==> config.mk <==
export PLATFORM = sky130hd
export DESIGN_NAME = jtdd_prog_sdram_flat
export DESIGN_NICKNAME = d
export VERILOG_FILES = /design/src/rtl/jtdd_prog_sdram_pkg.sv /design/src/rtl/jtdd_prog_sdram_if.sv /design/src/rtl/jtdd_sdram_refcnt.sv /design/src/rtl/jtdd_prog_sdram.sv /design/src/flat_wrapper.sv
export SDC_FILE = /design/constraint.sdc
export NUM_CORES = 1
export LEC_CHECK = 0
export ABC_AREA = 1
export BUFFER_PORTS_ARGS = -buffer_cell sky130_fd_sc_hd__buf_2
export CAP_MARGIN = 10
export CORE_MARGIN = 10
export CORE_UTILIZATION = 25
export CTS_CLUSTER_SIZE = 24
export DETAILED_ROUTE_END_ITERATION = 7
export GPL_ROUTABILITY_DRIVEN = 0
export PLACE_DENSITY_LB_ADDON = 0.15
export SLEW_MARGIN = 20
export SYNTH_ARGS = -nofsm -noshare
export SYNTH_HDL_FRONTEND = slang
export SYNTH_SLANG_ARGS = --single-unit
==> constraint.sdc <==
create_clock -name clk -period 2.2 [get_ports clk]
set_input_delay 0.22 -clock clk [delete_from_list [all_inputs] [get_ports clk]]
set_output_delay 0.22 -clock clk [all_outputs]
set_load 0.01 [all_outputs]
==> src/rtl/jtdd_prog_sdram_pkg.sv <==
// Shared definitions for the ROM-download SDRAM writer: command encodings,
// controller states, default timings and the latched request layout.
package jtdd_sdram_pkg;

   // {cs_n, ras_n, cas_n, we_n}
   typedef enum logic [3:0] {
      CMD_LOAD_MODE = 4'b0000,
      CMD_REFRESH   = 4'b0001,
      CMD_PRECHARGE = 4'b0010,
      CMD_ACTIVE    = 4'b0011,
      CMD_WRITE     = 4'b0100,
      CMD_NOP       = 4'b0111,
      CMD_INHIBIT   = 4'b1111
   } sdram_cmd_e;

   typedef enum logic [3:0] {
      ST_INIT_WAIT,
      ST_INIT_PRE,
      ST_INIT_REF1,
      ST_INIT_REF2,
      ST_INIT_MODE,
      ST_IDLE,
      ST_REF,
      ST_ACT,
      ST_WR
   } state_e;

   localparam int unsigned T_INIT_DEF = 9600;
   localparam int unsigned T_RCD_DEF  = 2;
   localparam int unsigned T_WRP_DEF  = 4;
   localparam int unsigned T_RFC_DEF  = 7;
   localparam int unsigned T_REFI_DEF = 370;
   localparam logic [12:0] MODE_DEF   = 13'h020;

   localparam int CNT_W = 16;

   typedef struct packed {
      logic [1:0] ba;
      logic [8:0] col;
      logic [7:0] data;
      logic [1:0] mask;
   } req_t;

   // Column address with A10 set so every write closes its own row.
   function automatic logic [12:0] col_addr(input logic [8:0] col);
      return {2'b00, 1'b1, 1'b0, col};
   endfunction

   function automatic logic [12:0] row_addr(input logic [10:0] row);
      return {2'b00, row};
   endfunction

endpackage

==> src/rtl/jtdd_prog_sdram_if.sv <==
// Download-side request/ack signals plus the SDRAM pin bundle they drive.
interface jtdd_prog_sdram_if;
   logic        downloading;
   logic [21:0] prog_addr;
   logic [7:0]  prog_data;
   logic [1:0]  prog_mask;
   logic        prog_we;
   logic        sdram_ack;
   logic        init_done;
   logic        sdram_cke;
   logic [3:0]  sdram_cmd;
   logic [1:0]  sdram_ba;
   logic [12:0] sdram_a;
   logic [1:0]  sdram_dqm;
   logic [15:0] sdram_dq_out;
   logic        sdram_dq_oe;

   modport master (
      output downloading, prog_addr, prog_data, prog_mask, prog_we,
      input  sdram_ack, init_done, sdram_cke, sdram_cmd, sdram_ba,
             sdram_a, sdram_dqm, sdram_dq_out, sdram_dq_oe
   );

   modport slave (
      input  downloading, prog_addr, prog_data, prog_mask, prog_we,
      output sdram_ack, init_done, sdram_cke, sdram_cmd, sdram_ba,
             sdram_a, sdram_dqm, sdram_dq_out, sdram_dq_oe
   );
endinterface

==> src/rtl/jtdd_sdram_refcnt.sv <==
// Auto-refresh interval timer: raises a sticky pending flag every T_REFI
// cycles while enabled; the controller clears it when it issues REFRESH.
module jtdd_sdram_refcnt
   import jtdd_sdram_pkg::*;
#(
   parameter int unsigned T_REFI = T_REFI_DEF
) (
   input  logic clk,
   input  logic rst_n,
   input  logic i_en,
   input  logic i_clr,
   output logic o_pend
);

   localparam int unsigned W = $clog2(T_REFI + 1);
   localparam logic [W-1:0] C_RELOAD = W'(T_REFI - 1);

   logic [W-1:0] r_cnt;
   logic         r_pend;
   logic         w_tc;

   assign w_tc   = (r_cnt == '0);
   assign o_pend = r_pend;

   always_ff @(posedge clk or negedge rst_n) begin
      if (!rst_n) begin
         r_cnt  <= '0;
         r_pend <= 1'b0;
      end else begin
         if (!i_en || w_tc)
            r_cnt <= C_RELOAD;
         else
            r_cnt <= r_cnt - W'(1);

         // A new interval expiring wins over a same-cycle clear.
         if (i_en && w_tc)
            r_pend <= 1'b1;
         else if (i_clr)
            r_pend <= 1'b0;
      end
   end

endmodule

==> src/rtl/jtdd_prog_sdram.sv <==
// Download-time SDRAM writer: power-up init, then one ACTIVE/WRITE-with-
// auto-precharge per prog_we request, interleaved with periodic refresh.
//
// state        | meaning
// ST_INIT_WAIT | cke high, NOPs for T_INIT cycles, then PRECHARGE ALL
// ST_INIT_PRE  | NOPs after precharge, then first REFRESH
// ST_INIT_REF1 | T_RFC NOPs, then second REFRESH
// ST_INIT_REF2 | T_RFC NOPs, then LOAD MODE
// ST_INIT_MODE | two NOPs, then init_done and IDLE
// ST_IDLE      | refresh if pending, else accept a request, else NOP
// ST_REF       | T_RFC NOPs after a run-time REFRESH
// ST_ACT       | ACTIVE issued, waiting T_RCD for the WRITE
// ST_WR        | WRITE issued, waiting tWR+tRP, ack on the last cycle
module jtdd_prog_sdram
   import jtdd_sdram_pkg::*;
#(
   parameter int unsigned T_INIT = T_INIT_DEF,
   parameter int unsigned T_RCD  = T_RCD_DEF,
   parameter int unsigned T_WRP  = T_WRP_DEF,
   parameter int unsigned T_RFC  = T_RFC_DEF,
   parameter int unsigned T_REFI = T_REFI_DEF,
   parameter logic [12:0] MODE   = MODE_DEF
) (
   input  logic              clk,
   input  logic              rst_n,
   jtdd_prog_sdram_if.slave  bus
);

   localparam logic [CNT_W-1:0] C_INIT     = CNT_W'(T_INIT - 1);
   localparam logic [CNT_W-1:0] C_TWO      = CNT_W'(2);
   localparam logic [CNT_W-1:0] C_RFC      = CNT_W'(T_RFC);
   localparam logic [CNT_W-1:0] C_RFC_IDLE = CNT_W'(T_RFC - 1);
   localparam logic [CNT_W-1:0] C_RCD      = CNT_W'(T_RCD - 1);
   localparam logic [CNT_W-1:0] C_WRP      = CNT_W'(T_WRP - 1);

   state_e           r_state,     w_state_nx;
   logic [CNT_W-1:0] r_cnt,       w_cnt_nx;
   sdram_cmd_e       r_cmd,       w_cmd_nx;
   logic             r_cke;
   logic [1:0]       r_ba,        w_ba_nx;
   logic [12:0]      r_a,         w_a_nx;
   logic [1:0]       r_dqm,       w_dqm_nx;
   logic [15:0]      r_dq,        w_dq_nx;
   logic             r_oe,        w_oe_nx;
   logic             r_ack,       w_ack_nx;
   logic             r_init_done, w_done_nx;
   req_t             r_req,       w_req_nx;

   logic             w_tc;
   logic             w_ref_pend;
   logic             w_ref_clr;
   logic             w_accept;

   jtdd_sdram_refcnt #(
      .T_REFI (T_REFI)
   ) u_refcnt (
      .clk    (clk),
      .rst_n  (rst_n),
      .i_en   (r_init_done),
      .i_clr  (w_ref_clr),
      .o_pend (w_ref_pend)
   );

   assign w_tc = (r_cnt == '0);
   // The completed request is still on prog_we while ack is high.
   assign w_accept = bus.prog_we && bus.downloading && !r_ack;

   always_comb begin
      w_state_nx = r_state;
      w_cnt_nx   = r_cnt;
      w_cmd_nx   = CMD_NOP;
      w_ba_nx    = r_ba;
      w_a_nx     = r_a;
      w_dqm_nx   = 2'b11;
      w_dq_nx    = r_dq;
      w_oe_nx    = 1'b0;
      w_ack_nx   = 1'b0;
      w_done_nx  = r_init_done;
      w_req_nx   = r_req;
      w_ref_clr  = 1'b0;

      unique case (r_state)
         ST_INIT_WAIT: begin
            // cke still low means this is the first edge out of reset.
            if (!r_cke) begin
               w_cnt_nx = C_INIT;
            end else if (w_tc) begin
               w_cmd_nx   = CMD_PRECHARGE;
               w_a_nx     = 13'h0400;
               w_cnt_nx   = C_TWO;
               w_state_nx = ST_INIT_PRE;
            end else begin
               w_cnt_nx = r_cnt - CNT_W'(1);
            end
         end

         ST_INIT_PRE: begin
            if (w_tc) begin
               w_cmd_nx   = CMD_REFRESH;
               w_cnt_nx   = C_RFC;
               w_state_nx = ST_INIT_REF1;
            end else begin
               w_cnt_nx = r_cnt - CNT_W'(1);
            end
         end

         ST_INIT_REF1: begin
            if (w_tc) begin
               w_cmd_nx   = CMD_REFRESH;
               w_cnt_nx   = C_RFC;
               w_state_nx = ST_INIT_REF2;
            end else begin
               w_cnt_nx = r_cnt - CNT_W'(1);
            end
         end

         ST_INIT_REF2: begin
            if (w_tc) begin
               w_cmd_nx   = CMD_LOAD_MODE;
               w_ba_nx    = 2'b00;
               w_a_nx     = MODE;
               w_cnt_nx   = C_TWO;
               w_state_nx = ST_INIT_MODE;
            end else begin
               w_cnt_nx = r_cnt - CNT_W'(1);
            end
         end

         ST_INIT_MODE: begin
            if (w_tc) begin
               w_done_nx  = 1'b1;
               w_state_nx = ST_IDLE;
            end else begin
               w_cnt_nx = r_cnt - CNT_W'(1);
            end
         end

         ST_IDLE: begin
            if (w_ref_pend) begin
               w_cmd_nx   = CMD_REFRESH;
               w_ref_clr  = 1'b1;
               w_cnt_nx   = C_RFC_IDLE;
               w_state_nx = ST_REF;
            end else if (w_accept) begin
               w_req_nx.ba   = bus.prog_addr[21:20];
               w_req_nx.col  = bus.prog_addr[8:0];
               w_req_nx.data = bus.prog_data;
               w_req_nx.mask = bus.prog_mask;
               w_cmd_nx      = CMD_ACTIVE;
               w_ba_nx       = bus.prog_addr[21:20];
               w_a_nx        = row_addr(bus.prog_addr[19:9]);
               w_cnt_nx      = C_RCD;
               w_state_nx    = ST_ACT;
            end
         end

         ST_REF: begin
            if (w_tc)
               w_state_nx = ST_IDLE;
            else
               w_cnt_nx = r_cnt - CNT_W'(1);
         end

         ST_ACT: begin
            if (w_tc) begin
               w_cmd_nx   = CMD_WRITE;
               w_ba_nx    = r_req.ba;
               w_a_nx     = col_addr(r_req.col);
               w_oe_nx    = 1'b1;
               w_dqm_nx   = r_req.mask;
               w_dq_nx    = {r_req.data, r_req.data};
               w_cnt_nx   = C_WRP;
               w_state_nx = ST_WR;
            end else begin
               w_cnt_nx = r_cnt - CNT_W'(1);
            end
         end

         ST_WR: begin
            if (w_tc) begin
               w_ack_nx   = 1'b1;
               w_state_nx = ST_IDLE;
            end else begin
               w_cnt_nx = r_cnt - CNT_W'(1);
            end
         end

         default: begin
            w_state_nx = ST_INIT_WAIT;
         end
      endcase
   end

   always_ff @(posedge clk or negedge rst_n) begin
      if (!rst_n) begin
         r_state     <= ST_INIT_WAIT;
         r_cnt       <= '0;
         r_cmd       <= CMD_INHIBIT;
         r_cke       <= 1'b0;
         r_ba        <= 2'b00;
         r_a         <= 13'h0000;
         r_dqm       <= 2'b11;
         r_dq        <= 16'h0000;
         r_oe        <= 1'b0;
         r_ack       <= 1'b0;
         r_init_done <= 1'b0;
         r_req       <= '0;
      end else begin
         r_state     <= w_state_nx;
         r_cnt       <= w_cnt_nx;
         r_cmd       <= w_cmd_nx;
         r_cke       <= 1'b1;
         r_ba        <= w_ba_nx;
         r_a         <= w_a_nx;
         r_dqm       <= w_dqm_nx;
         r_dq        <= w_dq_nx;
         r_oe        <= w_oe_nx;
         r_ack       <= w_ack_nx;
         r_init_done <= w_done_nx;
         r_req       <= w_req_nx;
      end
   end

   assign bus.sdram_ack    = r_ack;
   assign bus.init_done    = r_init_done;
   assign bus.sdram_cke    = r_cke;
   assign bus.sdram_cmd    = r_cmd;
   assign bus.sdram_ba     = r_ba;
   assign bus.sdram_a      = r_a;
   assign bus.sdram_dqm    = r_dqm;
   assign bus.sdram_dq_out = r_dq;
   assign bus.sdram_dq_oe  = r_oe;

endmodule

==> src/flat_wrapper.sv <==
// flat-port wrapper written by rule: the top's interface ports become plain ports
module jtdd_prog_sdram_flat import jtdd_sdram_pkg::*;
#(
   parameter int unsigned T_INIT = T_INIT_DEF,
   parameter int unsigned T_RCD  = T_RCD_DEF,
   parameter int unsigned T_WRP  = T_WRP_DEF,
   parameter int unsigned T_RFC  = T_RFC_DEF,
   parameter int unsigned T_REFI = T_REFI_DEF,
   parameter logic [12:0] MODE   = MODE_DEF
)
  (clk, rst_n, bus_downloading, bus_prog_addr, bus_prog_data, bus_prog_mask, bus_prog_we, bus_sdram_ack, bus_init_done, bus_sdram_cke, bus_sdram_cmd, bus_sdram_ba, bus_sdram_a, bus_sdram_dqm, bus_sdram_dq_out, bus_sdram_dq_oe);
  jtdd_prog_sdram_if bus_i ();
  input  logic clk;
  input  logic rst_n;
  input wire logic [$bits(bus_i.downloading)-1:0] bus_downloading;
  input wire logic [$bits(bus_i.prog_addr)-1:0] bus_prog_addr;
  input wire logic [$bits(bus_i.prog_data)-1:0] bus_prog_data;
  input wire logic [$bits(bus_i.prog_mask)-1:0] bus_prog_mask;
  input wire logic [$bits(bus_i.prog_we)-1:0] bus_prog_we;
  output wire logic [$bits(bus_i.sdram_ack)-1:0] bus_sdram_ack;
  output wire logic [$bits(bus_i.init_done)-1:0] bus_init_done;
  output wire logic [$bits(bus_i.sdram_cke)-1:0] bus_sdram_cke;
  output wire logic [$bits(bus_i.sdram_cmd)-1:0] bus_sdram_cmd;
  output wire logic [$bits(bus_i.sdram_ba)-1:0] bus_sdram_ba;
  output wire logic [$bits(bus_i.sdram_a)-1:0] bus_sdram_a;
  output wire logic [$bits(bus_i.sdram_dqm)-1:0] bus_sdram_dqm;
  output wire logic [$bits(bus_i.sdram_dq_out)-1:0] bus_sdram_dq_out;
  output wire logic [$bits(bus_i.sdram_dq_oe)-1:0] bus_sdram_dq_oe;
  assign bus_i.downloading = bus_downloading;
  assign bus_i.prog_addr = bus_prog_addr;
  assign bus_i.prog_data = bus_prog_data;
  assign bus_i.prog_mask = bus_prog_mask;
  assign bus_i.prog_we = bus_prog_we;
  assign bus_sdram_ack = bus_i.sdram_ack;
  assign bus_init_done = bus_i.init_done;
  assign bus_sdram_cke = bus_i.sdram_cke;
  assign bus_sdram_cmd = bus_i.sdram_cmd;
  assign bus_sdram_ba = bus_i.sdram_ba;
  assign bus_sdram_a = bus_i.sdram_a;
  assign bus_sdram_dqm = bus_i.sdram_dqm;
  assign bus_sdram_dq_out = bus_i.sdram_dq_out;
  assign bus_sdram_dq_oe = bus_i.sdram_dq_oe;
  jtdd_prog_sdram #(.T_INIT(T_INIT), .T_RCD(T_RCD), .T_WRP(T_WRP), .T_RFC(T_RFC), .T_REFI(T_REFI), .MODE(MODE)) u_core (.clk(clk), .rst_n(rst_n), .bus(bus_i));
endmodule
==> summary.txt, run 1 <==
Clk_lat worst skew -> 0.34 ns
TritonCTS Buffers -> 9
CTS tree -> done
PwrDens -> 642 nW/µm²
Ys async rst share -> 100%
Worst Path Buf+Inv -> 3
Most frequent CP cell -> nand2_1
Post-Synthesis Cells -> 521
LEAKAGE -> 2.59 nW
Row count -> 47
Worst endpoint required time -> 2.42 ns
Worst VDD drop -> 0.375 mV
Total Wirelength -> 11000 µm
Port buffer count -> 74
Avg Inst Size Synth -> 8.08 µm²
Die footprint -> 22400 µm²
Crit end category -> register
Final cell utilization of the core -> 31.2%
Clk sinks -> 82
Vias in the first global route -> 3466
Prevailing post-synth register cell -> dfrtp_1
Worst-path cell chain -> inv_1, ha_1, inv_1, nor2_1, nand2_1, nor2_1, nand2_2, nand2_1, nand2_2, inv_2, nand2_4, nand2_1, o21ai_0
Max incr delay on CP -> 0.36 ns
Status -> completed
Final antenna diode count -> 0
Die width -> 150 µm
Min Tclk post-route -> 1.91 ns
Worst hold-check path type -> in2reg
Drt drc -> 0
DRT antenna net count -> 0
Nets@finish -> 637
Critical path type -> reg2reg
Root buf cell -> clkbuf_16
Post-synthesis sequential area ratio -> 48.9%
Clk slew on worst S/H paths -> 0.06 ns
Hold Fails Final Rpt -> 0
Yosys reg bits -> 82
Core footprint -> 16500 µm²
Final setup fails -> 0
Max-cap violations -> 0
Max FO, Critical Path -> 13
CP top delay family -> simple AND/OR/NAND/NOR gates
Max Clk Rate -> 523 MHz
Initial cell density of the core -> 25.5%
Clock skew -> 0.00708 ns
H-tree levels -> 3
Slew @ Worst Pin -> 0.590 ns
Fin Setup TNS -> 0 ns
Area delta synth->final -> 22.6%
Layout fillers -> 1788
Slew Limit Fails -> 0
Die height -> 150 µm
Pin count of the biggest net entering global routing -> 44
Wire length per cell -> 13.4 µm
Mapped Area -> 4210 µm²
Fin crit share -> 86.8%
RSZ-0062 raised after global routing -> false
Detailed placement HPWL -> 8440 µm
Post-synth EDFFs -> 0
Area of the multi-input gates -> 1820 µm²
Relative slew slack -> 60.6%
First-pass GRT wire length -> 18100 µm
Vias per inst -> 4.22
Startpoint types -> register
Slowest-stage cell, CP -> dfrtp_1
DRT Pass-1 Iters -> 4
Grt ovf -> 0
YS warnings -> 0
Share of cells above drive strength 1 -> 25.5%
Yosys cell types -> 42
Initial antenna violation count -> 0
Register area -> 2060 µm²
Routed vias -> 3470
Max clock buf depth -> 2
Io pins -> 77
Overall Global Routing Usage -> 10.2%
Initial DRC count -> 207
Data arrival, critical path -> 2.13 ns
## area by class of cell
| type | count | area share (%) |
|---|---|---|
| Timing Repair Buffer | 84 | 8.97 |
| Inverter | 55 | 4.00 |
| Multi-Input combinational cell | 366 | 35.3 |
| Clock inverter | 5 | 2.01 |
| Tap cell | 220 | 5.33 |
| Sequential cell | 82 | 39.9 |
| Clock buffer | 11 | 4.51 |
## flip-flops by register name (all words and copies together), names as in the netlist
signal / cells
u_core.r_req: 21
u_core.bus.sdram_cmd: 4
u_core.bus.sdram_dq_out: 8
u_core.bus.sdram_a: 11
u_core.bus.init_done: 1
u_core.bus.sdram_cke: 1
u_core.bus.sdram_dqm: 2
u_core.u_refcnt.r_cnt: 9
u_core.bus.sdram_dq_oe: 1
u_core.u_refcnt.o_pend: 1
u_core.bus.sdram_ack: 1
u_core.r_cnt: 16
u_core.r_state: 4
u_core.bus.sdram_ba: 2
## through the flow
stage | total power [mW] | hold slack, ns | cells | setup slack, ns | instance area, µm²
after floorplan | 1.55 | -0.0756 | 523 | 0.506 | 4220
after CTS | 3.38 | 0.0764 | 823 | 0.213 | 5160
after global routing | 3.45 | 0.0729 | 823 | 0.0359 | 5160
after detailed placement | 1.62 | 0.267 | 806 | 0.215 | 4810
final | 3.31 | 0.0913 | 823 | 0.290 | 5160
after global placement | 1.62 | 0.265 | 806 | 0.256 | 4810
## power breakdown
group	internal (mW)	leakage (nW)	switching, mW
registers	1.51	1.00	0.00180
clock network	1.11	0.164	0.610
logic	0.0305	1.42	0.0478
## placed cells by master (no fill, tap or decap), types with 10 or more instances in the layout
cell type,netlist,routed
nand2_2,9,10
nand3_1,33,33
a21oi_1,14,14
dfrtp_1,76,76
o21ai_0,20,20
nand2_1,156,155
nor2_1,60,60
buf_2,5,73
mux2_2,10,10
inv_1,46,46
## cells in the mapped netlist (2+ instances only)
| master | count | area share, % |
|---|---|---|
| nand2_1 | 156 | 14 |
| dfrtp_1 | 76 | 45 |
| nor2_1 | 60 | 5.3 |
| inv_1 | 46 | 4.1 |
| nand3_1 | 33 | 3.9 |
| o21ai_0 | 20 | 2.4 |
| a21oi_1 | 14 | 1.7 |
| buf_4 | 12 | 2.1 |
| mux2_2 | 10 | 2.7 |
| inv_2 | 9 | 0.80 |
| nand2_2 | 9 | 1.3 |
| nor2_2 | 7 | 1.0 |
| dfstp_2 | 6 | 3.7 |
| xor2_1 | 6 | 1.2 |
| buf_2 | 5 | 0.59 |
| nand4_1 | 4 | 0.59 |
| nor2_4 | 4 | 1.1 |
| nor3_1 | 4 | 0.48 |
| xnor2_1 | 4 | 0.83 |
| ha_1 | 3 | 0.89 |
| o21ai_1 | 3 | 0.36 |
| o21ai_2 | 3 | 0.62 |
| or2_2 | 3 | 0.45 |
| clkbuf_1 | 2 | 0.18 |
| conb_1 | 2 | 0.18 |
| mux2_1 | 2 | 0.53 |
| nand3_2 | 2 | 0.48 |
| o21bai_1 | 2 | 0.36 |
## worst paths after layout
check	end	from	cells past startpoint	slack, ns
max in group asynchronous	u_core.bus.sdram_cmd[1]	rst_n	3	1.08
setup / recovery	u_core.bus.sdram_a[5]	u_core.r_cnt[1]	13	0.29
setup reg to reg	u_core.bus.sdram_a[5]	u_core.r_cnt[1]	13	0.29
hold reg to reg	u_core.u_refcnt.r_cnt[0]	u_core.u_refcnt.r_cnt[0]	1	0.44
min in group asynchronous	u_core.r_req[0]	rst_n	2	0.43
hold / removal	u_core.r_req[8]	bus_prog_data[6]	2	0.09
## routing by layer
layer / wire (µm) / global-route usage (%)
met2: 5380 / 16.9
met4: 122 / 3.35
met1: 5040 / 12.5
met3: 466 / 3.02
met5: 0 / 0
## what timing repair did
action	CTS	global route
hold endpoints to repair	39	0
hold buffers	1	0
setup endpoints to repair	0	2
resized for setup	0	1
setup buffers	0	0
## cell families (layout without fill, tap and decap cells)
| family | Yosys count | after routing | synth area share [%] |
|---|---|---|---|
| muxes | 12 | 12 | 3.21 |
| DFF | 82 | 82 | 48.9 |
| adders and majority gates | 3 | 3 | 0.892 |
| buffers and inverters | 75 | 155 | 8.08 |
| and+or+nand+nor | 288 | 288 | 29.9 |
| other | 2 | 4 | 0.178 |
| xor gates and xnor gates | 10 | 10 | 2.08 |
| AOI/OAI and AO/OA | 49 | 49 | 6.75 |
(Power assumes the default switching activity.)
==> run 2, diff against run 1 <==
--- a/config.mk
+++ b/config.mk
@@ -5,7 +5,6 @@
 export SDC_FILE = /design/constraint.sdc
 export NUM_CORES = 1
 export LEC_CHECK = 0
-export ABC_AREA = 1
 export BUFFER_PORTS_ARGS = -buffer_cell sky130_fd_sc_hd__buf_2
 export CAP_MARGIN = 10
 export CORE_MARGIN = 10
==> summary.txt, run 2 <==
Clk slew on worst S/H paths -> 0.07 ns (about the same)
Post-synthesis sequential area ratio -> 50.5% (+1.5 points)
Max incr delay on CP -> 0.41 ns (+0.05 ns)
Most frequent cells in the layout -> dfrtp_1, buf_2, nand2_1, nor2_1, buf_4
Critical Path Start -> u_core.r_cnt[14]
Wire length per cell -> 15.3 µm (+15%)
Max reg flops -> 21 (unchanged)
Area delta synth->final -> 28.2%
Hold path startpoint -> bus_prog_addr[5]
Met3 wire len -> 554 µm (+19%)
Die footprint -> 21800 µm² (-2.7%)
Worst VDD drop -> 0.356 mV (-5.2%)
PwrDens -> 588 nW/µm² (-8.4%)
Worst-path cell chain -> nor4_2, buf_4, and4_4, nand3_2, a211oi_4, clkbuf_4, a21oi_1
Die height -> 148 µm (-1.3%)
Core footprint -> 15900 µm² (-3.5%)
YS warnings -> 0 (unchanged)
Status -> completed
Pwr Total -> 3.08 mW (-7.1%)
Initial cell density of the core -> 25.6% (+0.12 points)
Worst hold-check path type -> in2reg
Data arrival, critical path -> 2.30 ns (+0.17 ns)
Vias per inst -> 4.59 (+8.7%)
Clk_lat worst skew -> 0.35 ns (about the same)
Yosys reg bits -> 82 (unchanged)
Initial antenna violation count -> 0 (unchanged)
First-pass GRT wire length -> 18200 µm (+0.19%)
Worst endpoint required time -> 2.43 ns (about the same)
Count leader, synth -> dfrtp_1
Max-cap violations -> 0 (unchanged)
Clock skew -> 0.00615 ns (-0.000936 ns)
Io pins -> 77 (unchanged)
DRT met1 WL -> 5110 µm (+1.4%)
Grt ovf -> 0 (unchanged)
Synth cell count leaders -> dfrtp_1, nand2_1, nor2_1
Hold Fails Final Rpt -> 0 (unchanged)
Final antenna diode count -> 0 (unchanged)
Post-Synthesis Cells -> 423 (-19%)
Vias in the first global route -> 3455 (-0.32%)
Layout fillers -> 1701 (-4.9%)
Crit end category -> register
Detailed placement HPWL -> 8120 µm (-3.8%)
Share of cells above drive strength 1 -> 32.1% (+6.5 points)
Ys async rst share -> 100% (unchanged)
Root buf cell -> clkbuf_16
CP top delay family -> simple AND/OR/NAND/NOR gates
Drt drc -> 0 (unchanged)
Overall Global Routing Usage -> 10.3% (+0.095 points)
Leading area contributor after synthesis -> dfrtp_1
Dpl ws -> -0.0104 ns (-0.225 ns)
Commonest non-fill, non-tap cell in the layout -> dfrtp_1
Final WS setup -> 0.128 ns (-0.162 ns)
Startpoint types -> register
Worst Path Buf+Inv -> 2 (-1)
Row count -> 46 (-2.1%)
Critical path type -> reg2reg
Prevailing post-synth register cell -> dfrtp_1
Die width -> 148 µm (-1.3%)
Fin crit share -> 94.2% (+7.4 points)
H-tree levels -> 3 (unchanged)
Total Wirelength -> 11300 µm (+3.0%)
Relative slew slack -> 46.3% (-14 points)
Port buffer count -> 74 (unchanged)
DRT Pass-1 Iters -> 4 (unchanged)
TritonCTS Buffers -> 9 (unchanged)
Max FO, Critical Path -> 9 (-4)
RSZ-0062 raised after global routing -> false
Slew @ Worst Pin -> 0.803 ns (+0.213 ns)
Reg2reg start -> u_core.r_cnt[14]
Max Clk Rate -> 483 MHz (-7.8%)
Post-synth EDFFs -> 0 (unchanged)
Nets@finish -> 558 (-12%)
Synth area leaders -> dfrtp_1, mux2_2, nand2_1, dfstp_2, nor2_1
Final setup fails -> 0 (unchanged)
DRT antenna net count -> 0 (unchanged)
Pin count of the biggest net entering global routing -> 46 (+4.5%)
Max clock buf depth -> 2 (unchanged)
Yosys cell types -> 56 (+33%)
Cell Count, Final, Fillers Out -> 740 (-10%)
Clk sinks -> 82 (unchanged)
Post-synth top area share -> 46.6% (+1.4 points)
Slowest-stage cell, CP -> dfrtp_1
Slew Limit Fails -> 0 (unchanged)
Top sig layer -> met4
Mapped Area -> 4080 µm² (-3.1%)
Routed vias -> 3393 (-2.2%)
Dpl cells -> 718 (-11%)
CTS tree -> done
LEAKAGE -> 2.38 nW (-8.0%)
Min Tclk post-route -> 2.07 ns (+0.162 ns)
Reg with most FFs -> u_core.r_req
Avg Inst Size Synth -> 9.65 µm² (+19%)
Met2 wire len -> 5470 µm (+1.6%)
Initial DRC count -> 254 (+23%)
run 2: cell types whose count changed in the layout (fill, tap and decap cells not counted), sizes merged, moves of 16 or more:
cell,change
nand2,-112
inv,-42
nor2,-32
buf,+31
nand3,-29
nor3,+16
run 2: path summary, 6_finish.rpt:
check / end / slack [ns] / cells past startpoint
min in group asynchronous: u_core.u_refcnt.r_cnt[0] / 0.39 / 2
worst min-delay path: u_core.r_req[15] / 0.09 / 3
worst max register to register: u_core.bus.sdram_a[8] / 0.13 / 7
max in group asynchronous: u_core.bus.sdram_dqm[1] / 1.11 / 3
worst min register to register: u_core.bus.sdram_dqm[1] / 0.46 / 1
worst max-delay path: u_core.bus.sdram_a[8] / 0.13 / 7
run 2: area by class of cell:
type	instances	area, µm²	share of cell area [%]
inverter	11	41.3	0.789
timing repair buffer	116	736	14.1
sequential	82	2060	39.3
tap	216	270	5.16
clock inverter	6	51.3	0.980
multi-input combinational	299	1850	35.3
clock buffer	10	229	4.37
run 2: per-stage QoR:
stage / setup TNS [ns] / instance area, µm² / hold slack [ns] / util [%]
4_1_cts: 0 / 5140 / 0.0797 / 32.3
3_3_place_gp: 0 / 4850 / 0.243 / 30.4
5_1_grt: 0 / 5230 / 0.0877 / 32.8
2_1_floorplan: 0 / 4090 / -0.0756 / -
3_5_place_dp: -0.0104 / 4850 / 0.237 / 30.4
6_report: 0 / 5230 / 0.0929 / 32.8
run 2: logic make-up (layout without fill, tap and decap cells):
group,Yosys count,after routing,share of synthesized area (%)
and+or+nand+nor,162,162,19.7
AOI/OAI and AO/OA,96,96,14.7
DFF,82,82,50.5
buffers and inverters,44,143,5.46
muxes,21,21,5.79
xor gates and xnor gates,12,12,2.58
adders and majority gates,4,4,1.17
other,2,4,0.184
run 2: tightest hold or removal path: cells and delay by family:
family	cells	cell delay, ns
buf+inv	1	0.08
simple gates	1	0.04
compound gates	1	0.06
run 2: per-layer routing:
layer / GRT usage (%) / vias to the layer above
met1: 12.4 / 1647
met3: 2.75 / 13
met2: 17.0 / 72
li1: - / 1661
met5: 0 / -
met4: 4.71 / 0
run 2: timing repair:
item | CTS | global route
pin swaps | 0 | 3
endpoints found under the setup margin | 1 | 32
hold endpoints to repair | 35 | 0
resized for setup | 1 | 10
cloned | 0 | 1
hold buffers | 1 | 0
setup buffers | 0 | 4
run 2: report_power, final:
group | internal, mW | total (mW) | switching (mW)
logic | 0.0435 | 0.0974 | 0.0540
clock network | 0.779 | 1.44 | 0.661
registers | 1.53 | 1.54 | 0.0120
total | 2.35 | 3.08 | 0.727
==> run 3, diff against run 2 <==
--- a/config.mk
+++ b/config.mk
@@ -13,6 +13,7 @@
 export DETAILED_ROUTE_END_ITERATION = 7
 export GPL_ROUTABILITY_DRIVEN = 0
 export PLACE_DENSITY_LB_ADDON = 0.15
+export RECOVER_POWER = 100
 export SLEW_MARGIN = 20
 export SYNTH_ARGS = -nofsm -noshare
 export SYNTH_HDL_FRONTEND = slang
==> summary.txt, run 3 (synthesis gave the netlist of run 2 again) <==
Most frequent cells in the layout -> dfrtp_1, nand2_1, clkbuf_1, nor2_1, buf_2
Io pins -> 77 (unchanged)
Clk sinks -> 82 (unchanged)
Data arrival, critical path -> 2.30 ns (about the same)
Port buffer count -> 74 (unchanged)
Min Tclk post-route -> 2.07 ns (+0.000616 ns)
CTS tree -> done
Clk slew on worst S/H paths -> 0.07 ns (about the same)
Max clock buf depth -> 2 (unchanged)
Register area -> 2060 µm² (unchanged)
TritonCTS Buffers -> 9 (unchanged)
Worst VDD drop -> 0.348 mV (-2.2%)
Initial antenna violation count -> 0 (unchanged)
Wire length per cell -> 15.3 µm (+0.17%)
Root buf cell -> clkbuf_16
DRT Pass-1 Iters -> 4 (unchanged)
Row count -> 46 (unchanged)
Worst endpoint required time -> 2.43 ns (about the same)
Cell Count, Final, Fillers Out -> 740 (unchanged)
Share of cells above drive strength 1 -> 24.0% (-8.0 points)
Core footprint -> 15900 µm² (unchanged)
Max FO, Critical Path -> 9 (unchanged)
DRT antenna net count -> 0 (unchanged)
Nets@finish -> 558 (unchanged)
Fin Setup TNS -> 0 ns (unchanged)
Placed inst area -> 4850 µm² (unchanged)
Max reg flops -> 21 (unchanged)
Final WS setup -> 0.127 ns (-0.000616 ns)
H-tree levels -> 3 (unchanged)
Routed vias -> 3387 (-0.18%)
Critical path type -> reg2reg
RSZ-0062 raised after global routing -> false
Commonest non-fill, non-tap cell in the layout -> dfrtp_1
Dpl cells -> 718 (unchanged)
Initial cell density of the core -> 25.6% (unchanged)
LEAKAGE -> 2.21 nW (-7.0%)
Die height -> 148 µm (unchanged)
Pin count of the biggest net entering global routing -> 46 (unchanged)
Relative slew slack -> 34.4% (-12 points)
Crit end category -> register
Vias in the first global route -> 3455 (unchanged)
Area delta synth->final -> 26.1%
Slew @ Worst Pin -> 0.984 ns (+0.180 ns)
Max Clk Rate -> 482 MHz (about the same)
Hold Fails Final Rpt -> 0 (unchanged)
Status -> completed
Fin crit share -> 94.2% (about the same)
Overall Global Routing Usage -> 10.3% (unchanged)
Drt drc -> 0 (unchanged)
Total Wirelength -> 11400 µm (+0.17%)
Clk_lat worst skew -> 0.35 ns (about the same)
Die footprint -> 21800 µm² (unchanged)
Layout fillers -> 1740 (+2.3%)
Post-route cell area -> 5150 µm² (-1.7%)
Max-cap violations -> 0 (unchanged)
PwrDens -> 596 nW/µm² (+1.4%)
Vias per inst -> 4.58 (-0.18%)
Area of the multi-input gates -> 1850 µm² (unchanged)
Dpl ws -> -0.0104 ns (unchanged)
Worst hold-check path type -> in2reg
Final antenna diode count -> 0 (unchanged)
Die width -> 148 µm (unchanged)
Clock skew -> 0.00604 ns (-0.000111 ns)
First-pass GRT wire length -> 18200 µm (unchanged)
Initial DRC count -> 252 (-0.79%)
Reg with most FFs -> u_core.r_req
Slew Limit Fails -> 0 (unchanged)
Detailed placement HPWL -> 8120 µm (unchanged)
Startpoint types -> register
Grt ovf -> 0 (unchanged)
Final setup fails -> 0 (unchanged)
-- run 3: cell types whose count changed in the layout (fill, tap and decap cells not counted), sizes merged --
cell / before / now
buf: 114 / 65
clkbuf: 11 / 60
-- run 3: cell type report --
class                           instances  share of cell area [%]
Clock buffer                           10                    4.45
Inverter                               11                   0.802
Timing Repair Buffer                  116                    12.6
Clock inverter                          6                   0.997
Sequential cell                        82                    40.0
Tap cell                              216                    5.25
Multi-Input combinational cell        299                    35.9
-- run 3: critical path, stage by stage, from the launching register on --
cell and delay (ns):
dfrtp_1 0.41, nor4_2 0.30, buf_4 0.18, and4_4 0.26, nand3_2 0.11, a211oi_4 0.34
clkbuf_4 0.27, a21oi_1 0.08
-- run 3: report_power, final --
part	switching, mW	leakage, nW	internal (mW)
registers	0.0120	1.03	1.53
logic	0.0535	1.05	0.0392
clock network	0.657	0.134	0.779
-- run 3: through the flow --
step	total power [mW]	hold WS (ns)	utilization, %
after floorplan	1.59	-0.0756	-
after global placement	1.67	0.243	30.4
after detailed placement	1.67	0.237	30.4
after CTS	3.14	0.0797	32.3
after global routing	3.20	0.0877	32.3
final	3.07	0.0976	32.3
-- run 3: worst paths after layout --
| check | startpoint | end | slack (ns) | depth (start not counted) |
|---|---|---|---|---|
| max in group asynchronous | rst_n | u_core.r_req[6] | 0.34 | 3 |
| worst min register to register | u_core.r_req[1] | u_core.bus.sdram_dqm[1] | 0.46 | 1 |
| worst min-delay path | bus_prog_addr[5] | u_core.r_req[15] | 0.1 | 3 |
| min in group asynchronous | rst_n | u_core.u_refcnt.r_cnt[0] | 0.56 | 2 |
| worst max-delay path | u_core.r_cnt[14] | u_core.bus.sdram_a[8] | 0.13 | 7 |
| worst max register to register | u_core.r_cnt[14] | u_core.bus.sdram_a[8] | 0.13 | 7 |
-- run 3: what timing repair did --
item                       CTS  global route
gates resized for setup      1            10
cloned                       0             1
setup endpoints to repair    1            32
hold endpoints to repair    35             0
hold buffers                 1             0
pin swaps                    0             3
buffers inserted             0             4
-- run 3: metal layers --
metal | global-route usage, % | wire, µm | up-vias
li1 | - | - | 1661
met1 | 12.4 | 5120 | 1642
met2 | 17.0 | 5560 | 75
met3 | 2.75 | 515 | 9
met4 | 4.71 | 167 | 0
met5 | 0 | 0 | -
